--- src/rtl/stopwatch_pkg.sv ---
// Shared definitions for the stopwatch: FSM encoding, display constants and
// the wrap-aware count step used by the core.
package stopwatch_pkg;

  typedef enum logic [1:0] {
    ST_IDLE  = 2'd0,
    ST_RUN   = 2'd1,
    ST_PAUSE = 2'd2
  } state_e;

  localparam int COUNT_W = 14;
  localparam logic [COUNT_W-1:0] MAX_COUNT  = 14'd9999;
  localparam logic [COUNT_W-1:0] PAUSE_CODE = 14'd11111;

  // Next count value; the range is closed at both ends so it never leaves 0..9999.
  function automatic logic [COUNT_W-1:0] step_count(input logic [COUNT_W-1:0] c,
                                                    input logic down);
    if (down) return (c == '0) ? MAX_COUNT : c - COUNT_W'(1);
    else      return (c >= MAX_COUNT) ? '0 : c + COUNT_W'(1);
  endfunction

  function automatic logic is_wrap(input logic [COUNT_W-1:0] c, input logic down);
    if (down) return (c == '0);
    else      return (c >= MAX_COUNT);
  endfunction

endpackage

--- src/rtl/stopwatch_core_tick_gen.sv ---
// Enable-gated divide-by-DIV prescaler producing a one-clock tick on the
// DIV-th enabled clock; clr zeroes the count and suppresses the tick.
module tick_gen #(
  parameter int DIV = 10
) (
  input  logic clk,
  input  logic reset,
  input  logic en,
  input  logic clr,
  output logic tick
);

  localparam int W = (DIV > 1) ? $clog2(DIV) : 1;
  localparam logic [W-1:0] LAST = W'(DIV - 1);

  logic [W-1:0] cnt_q, cnt_d;
  logic         at_last;

  assign at_last = (cnt_q == LAST);
  assign tick    = en && !clr && at_last;

  always_comb begin
    cnt_d = cnt_q;
    if (clr)     cnt_d = '0;
    else if (en) cnt_d = at_last ? '0 : cnt_q + W'(1);
  end

  always_ff @(posedge clk or posedge reset) begin
    if (reset) cnt_q <= '0;
    else       cnt_q <= cnt_d;
  end

endmodule

--- src/rtl/stopwatch_core.sv ---
// Stopwatch core: IDLE/RUN/PAUSE control, 0..9999 up/down count with wrap
// pulse, free-running display scan tick and blinking pause display.
module stopwatch_core
  import stopwatch_pkg::*;
#(
  parameter int CLK_HZ   = 100_000_000,
  parameter int SCAN_HZ  = 1000,
  parameter int COUNT_HZ = 10,
  parameter int BLINK_HZ = 1
) (
  input  logic               clk,
  input  logic               reset,
  input  logic               btn_run,
  input  logic               btn_clear,
  input  logic               mode_down,
  output logic               scan_tick,
  output logic [COUNT_W-1:0] disp_data,
  output logic [1:0]         state,
  output logic               wrap
);

  localparam int SCAN_DIV  = CLK_HZ / SCAN_HZ;
  localparam int COUNT_DIV = CLK_HZ / COUNT_HZ;
  localparam int BLINK_DIV = CLK_HZ / (2 * BLINK_HZ);

  state_e             state_q;
  logic [COUNT_W-1:0] count_q, count_d;
  logic               wrap_q, wrap_d;
  logic               blink_phase_q;

  logic count_tick, blink_tick;
  logic pause_entry, blink_clr;

  assign pause_entry = (state_q == ST_RUN) && btn_run && !btn_clear;
  assign blink_clr   = pause_entry || btn_clear;

  tick_gen #(.DIV(SCAN_DIV)) u_scan (
    .clk   (clk),
    .reset (reset),
    .en    (1'b1),
    .clr   (1'b0),
    .tick  (scan_tick)
  );

  tick_gen #(.DIV(COUNT_DIV)) u_count (
    .clk   (clk),
    .reset (reset),
    .en    (state_q == ST_RUN),
    .clr   (btn_clear),
    .tick  (count_tick)
  );

  // Restarting on every pause entry makes the blink always open with the count shown.
  tick_gen #(.DIV(BLINK_DIV)) u_blink (
    .clk   (clk),
    .reset (reset),
    .en    (state_q == ST_PAUSE),
    .clr   (blink_clr),
    .tick  (blink_tick)
  );

  assign count_d = step_count(count_q, mode_down);
  assign wrap_d  = is_wrap(count_q, mode_down);

  // A run press coinciding with a count tick both updates the count and pauses.
  always_ff @(posedge clk or posedge reset) begin
    if (reset) begin
      state_q       <= ST_IDLE;
      count_q       <= '0;
      wrap_q        <= 1'b0;
      blink_phase_q <= 1'b0;
    end else begin
      wrap_q <= 1'b0;
      if (btn_clear) begin
        state_q       <= ST_IDLE;
        count_q       <= '0;
        blink_phase_q <= 1'b0;
      end else begin
        case (state_q)
          ST_IDLE: begin
            if (btn_run) state_q <= ST_RUN;
          end
          ST_RUN: begin
            if (count_tick) begin
              count_q <= count_d;
              wrap_q  <= wrap_d;
            end
            if (btn_run) begin
              state_q       <= ST_PAUSE;
              blink_phase_q <= 1'b0;
            end
          end
          ST_PAUSE: begin
            if (btn_run)         state_q       <= ST_RUN;
            else if (blink_tick) blink_phase_q <= ~blink_phase_q;
          end
          default: state_q <= ST_IDLE;
        endcase
      end
    end
  end

  assign disp_data = (state_q == ST_PAUSE && blink_phase_q) ? PAUSE_CODE : count_q;
  assign state     = state_q;
  assign wrap      = wrap_q;

endmodule

--- config.mk ---
export PLATFORM = sky130hd
export DESIGN_NAME = stopwatch_core
export DESIGN_NICKNAME = d
export VERILOG_FILES = /design/src/rtl/stopwatch_pkg.sv /design/src/rtl/stopwatch_core_tick_gen.sv /design/src/rtl/stopwatch_core.sv
export SDC_FILE = /design/constraint.sdc
export NUM_CORES = 1
export LEC_CHECK = 0
export ABC_AREA = 1
export CAP_MARGIN = 20
export CORE_MARGIN = 1.5
export CORE_UTILIZATION = 65
export CTS_CLUSTER_DIAMETER = 30
export DETAILED_ROUTE_END_ITERATION = 6
export PLACE_DENSITY_LB_ADDON = 0.1
export SYNTH_ARGS = -nofsm -noshare
export SYNTH_HDL_FRONTEND = slang
export SYNTH_SLANG_ARGS = --single-unit
--- constraint.sdc ---
create_clock -name clk -period 5.7 [get_ports clk]
set_input_delay 0.855 -clock clk [delete_from_list [all_inputs] [get_ports clk]]
set_output_delay 0.855 -clock clk [all_outputs]
set_load 0.01 [all_outputs]
==> run metrics <==
worst r2r dst count_q[7]; fin crit period approximately 3.0 ns; ANT cells 0; clock sinks between 80 and 90; achievable frequency 0.336 GHz; IO Pins 23; clock root cell clkbuf_8; top cells by area, synth dfrtp_1 (35%), nand2_1 (15%), inv_1 (6.5%); r2r setup slk 3.79 ns; port bufs 22; GPL Wtd Cong 0.935; cts hold-fix bufs 0; clk slew on worst S/H paths ~0.08 ns; first-pass GRT wire length approximately 25000 um; antenna violations before repair 0; DRC violation total after the first TritonRoute iteration between 400 and 500; DR vias between 5000 and 6000; Crit path required time between 4 and 5 ns; Synth area leader dfrtp_1; layout filler cell count ~710; synth cell count leaders nand2_1 (239), inv_1 (104), dfrtp_1 (85); worst-path fanout max 14; Die W 99.1 um; met2 GRT Util 0.519; DR pass1 iterations 5; DR WL/cell about 15 um; starting density of the core 0.678; TritonCTS Buffers 9; Max Cap Viol 0; post_cts resized 0; Final Hold Fails 0; DRC Markers 0; Die Area 9820 um2; Post-DP HPWL 10600 um; setup ws final about 2.7 ns; critical path type reg -> out; Post-DRT Antenna Nets 0; worst flop-to-flop path startpoint count_q[0]; Critical path origin state[0]; core area 8850 um2; setup violators final 0; Relative slew margins 0.528; Die H slightly below 100 um; area delta synth->final 7.82%; WP data arrival approximately 2.1 ns; mapped cell area about 6000 um2; Hold Path Class reg -> reg; GR peak layer met2; synthesized instance count about 850; Power Dens Cells just under 200 nW/um2; syn_nets approximately 860; Post-synth top flop dfrtp_1; hold_ws between 0.5 and 0.6 ns; met1 Resource Use GR 0.416; final period utilization 0.523; GR Util met3 0.0404; vias in the first global route 5483; Yosys reg bits 85; Setup TNS 0 ns; postcts setup bufs 0; Slew @ Worst Pin 0.709 ns; Worst Skew around 0.014 ns; largest net degree at the start of global routing between 40 and 50; Synth async-reset ratio 1.00; worst-skew pair later-pin latency 0.37 ns; Setup WS pre-CTS ~2.8 ns; TritonCTS clock tree done; total leakage power around 3.0 nW; Peak VDD IR about 0.16 mV; count leader, synth nand2_1; Setup crit end disp_data[11]; Max Slew Vio Count 0; H-tree depth 3; WL final roughly 14000 um; Seq. cell area 2130 um2; Post-synth EDFFs 0; yosys warns 0; NumNets Final approximately 880; crit start category register; Distinct cells, synth 44; RSZ-0062 raised after global routing false; Seq/Total Area, Yosys 0.354; layout cells sized above 1 0.124; gr usage total 0.312; critical path capture point type primary output; Overflow after GRT 0; Longest Clk Path Bufs 2; Yosys top cell area share 0.354; Reg2Reg Depth 9; Avg Vias per Cell roughly 5.7; Avg Inst Size Synth about 7 um2; site row count 34; status finished clean; Multi-input gate area ~3300 um2
## layer usage
metal / wire [um] / up-vias
met5: 0 / -
met4: 276 / 0
met3: 898 / 25
met2: 6910 / 219
met1: 6290 / 2596
li1: - / 2796
## cell type report
cell class | count | share of cell area
clock buffers | 10 | 0.0197
clock inverters | 6 | 0.0145
inverters | 117 | 0.0683
multi-input cells | 633 | 0.513
flip-flops and latches | 85 | 0.329
well taps | 108 | 0.0209
repair buffers | 23 | 0.0352
## cell families after synthesis
kind of cell | after synthesis | share of synthesized area
xor+xnor | 30 | 0.0438
flops | 85 | 0.354
simple gates | 521 | 0.422
compound gates | 77 | 0.0765
fa+ha+maj | 5 | 0.0104
buf+inv | 136 | 0.0928
## worst max-delay path, stage by stage (launching register included)
cell,delay (ns)
dfrtp_1,0.44
nor2_2,0.22
nand2_1,0.37
nand2_1,0.17
clkdlybuf4s50_1,0.56
## state kept, by name (all words and copies together) (netlist names)
register / cells
blink_phase_q: 1
u_count.cnt_q: 24
u_blink.cnt_q: 26
u_scan.cnt_q: 17
state: 2
wrap: 1
count_q: 14
## worst min-delay path by stage
stage	start	endpoint	slack [ns]	depth (start not counted)
2_1_floorplan	blink_phase_q	blink_phase_q	0.46	2
3_3_place_gp	blink_phase_q	blink_phase_q	0.48	2
3_5_place_dp	u_count.cnt_q[22]	u_count.cnt_q[22]	0.50	2
4_1_cts	u_scan.cnt_q[14]	u_scan.cnt_q[14]	0.52	1
5_1_grt	u_scan.cnt_q[2]	u_scan.cnt_q[2]	0.54	1
6_report	u_scan.cnt_q[14]	u_scan.cnt_q[14]	0.51	1
## through the flow
step / std cells / util / total power, mW / cell area [um2]
final: 982 / 0.731 / 1.29 / 6470
after global routing: 982 / 0.731 / 1.34 / 6470
after CTS: 982 / 0.731 / 1.29 / 6470
after detailed placement: 966 / 0.706 / 0.808 / 6250
after global placement: 966 / 0.706 / 0.808 / 6250
after floorplan: 854 / - / 0.760 / 6000
## report_power, final
part | leakage [nW] | switching, mW | internal [mW] | total [mW]
registers | 1.17 | 0.0169 | 0.611 | 0.628
logic | 1.72 | 0.116 | 0.0553 | 0.171
clock network | 0.113 | 0.234 | 0.253 | 0.487
total | 2.99 | 0.367 | 0.919 | 1.29
## layout by cell type, fill, tap and decap left out, drive strengths merged
| master | netlist | final |
|---|---|---|
| bufinv | 0 | 2 |
| inv | 115 | 117 |
| nand2 | 254 | 254 |
| o21ai | 40 | 40 |
| clkbuf | 4 | 10 |
| nor3 | 24 | 24 |
| o21bai | 2 | 2 |
| buf | 15 | 1 |
| clkinv | 2 | 4 |
| nand3 | 89 | 89 |
| a21oi | 12 | 12 |
| xnor2 | 3 | 3 |
| ha | 5 | 5 |
| nand3b | 2 | 2 |
| dfrtp | 85 | 85 |
| xor2 | 27 | 27 |
| o41ai | 1 | 1 |
| nor4 | 4 | 4 |
| or2 | 3 | 3 |
| o32ai | 1 | 1 |
| nand4 | 38 | 38 |
| nor3b | 2 | 2 |
| o22ai | 19 | 19 |
| a31oi | 2 | 2 |
| nor2 | 105 | 105 |
| clkdlybuf4s50 | 0 | 22 |
Power figures use the tool's default switching activity.
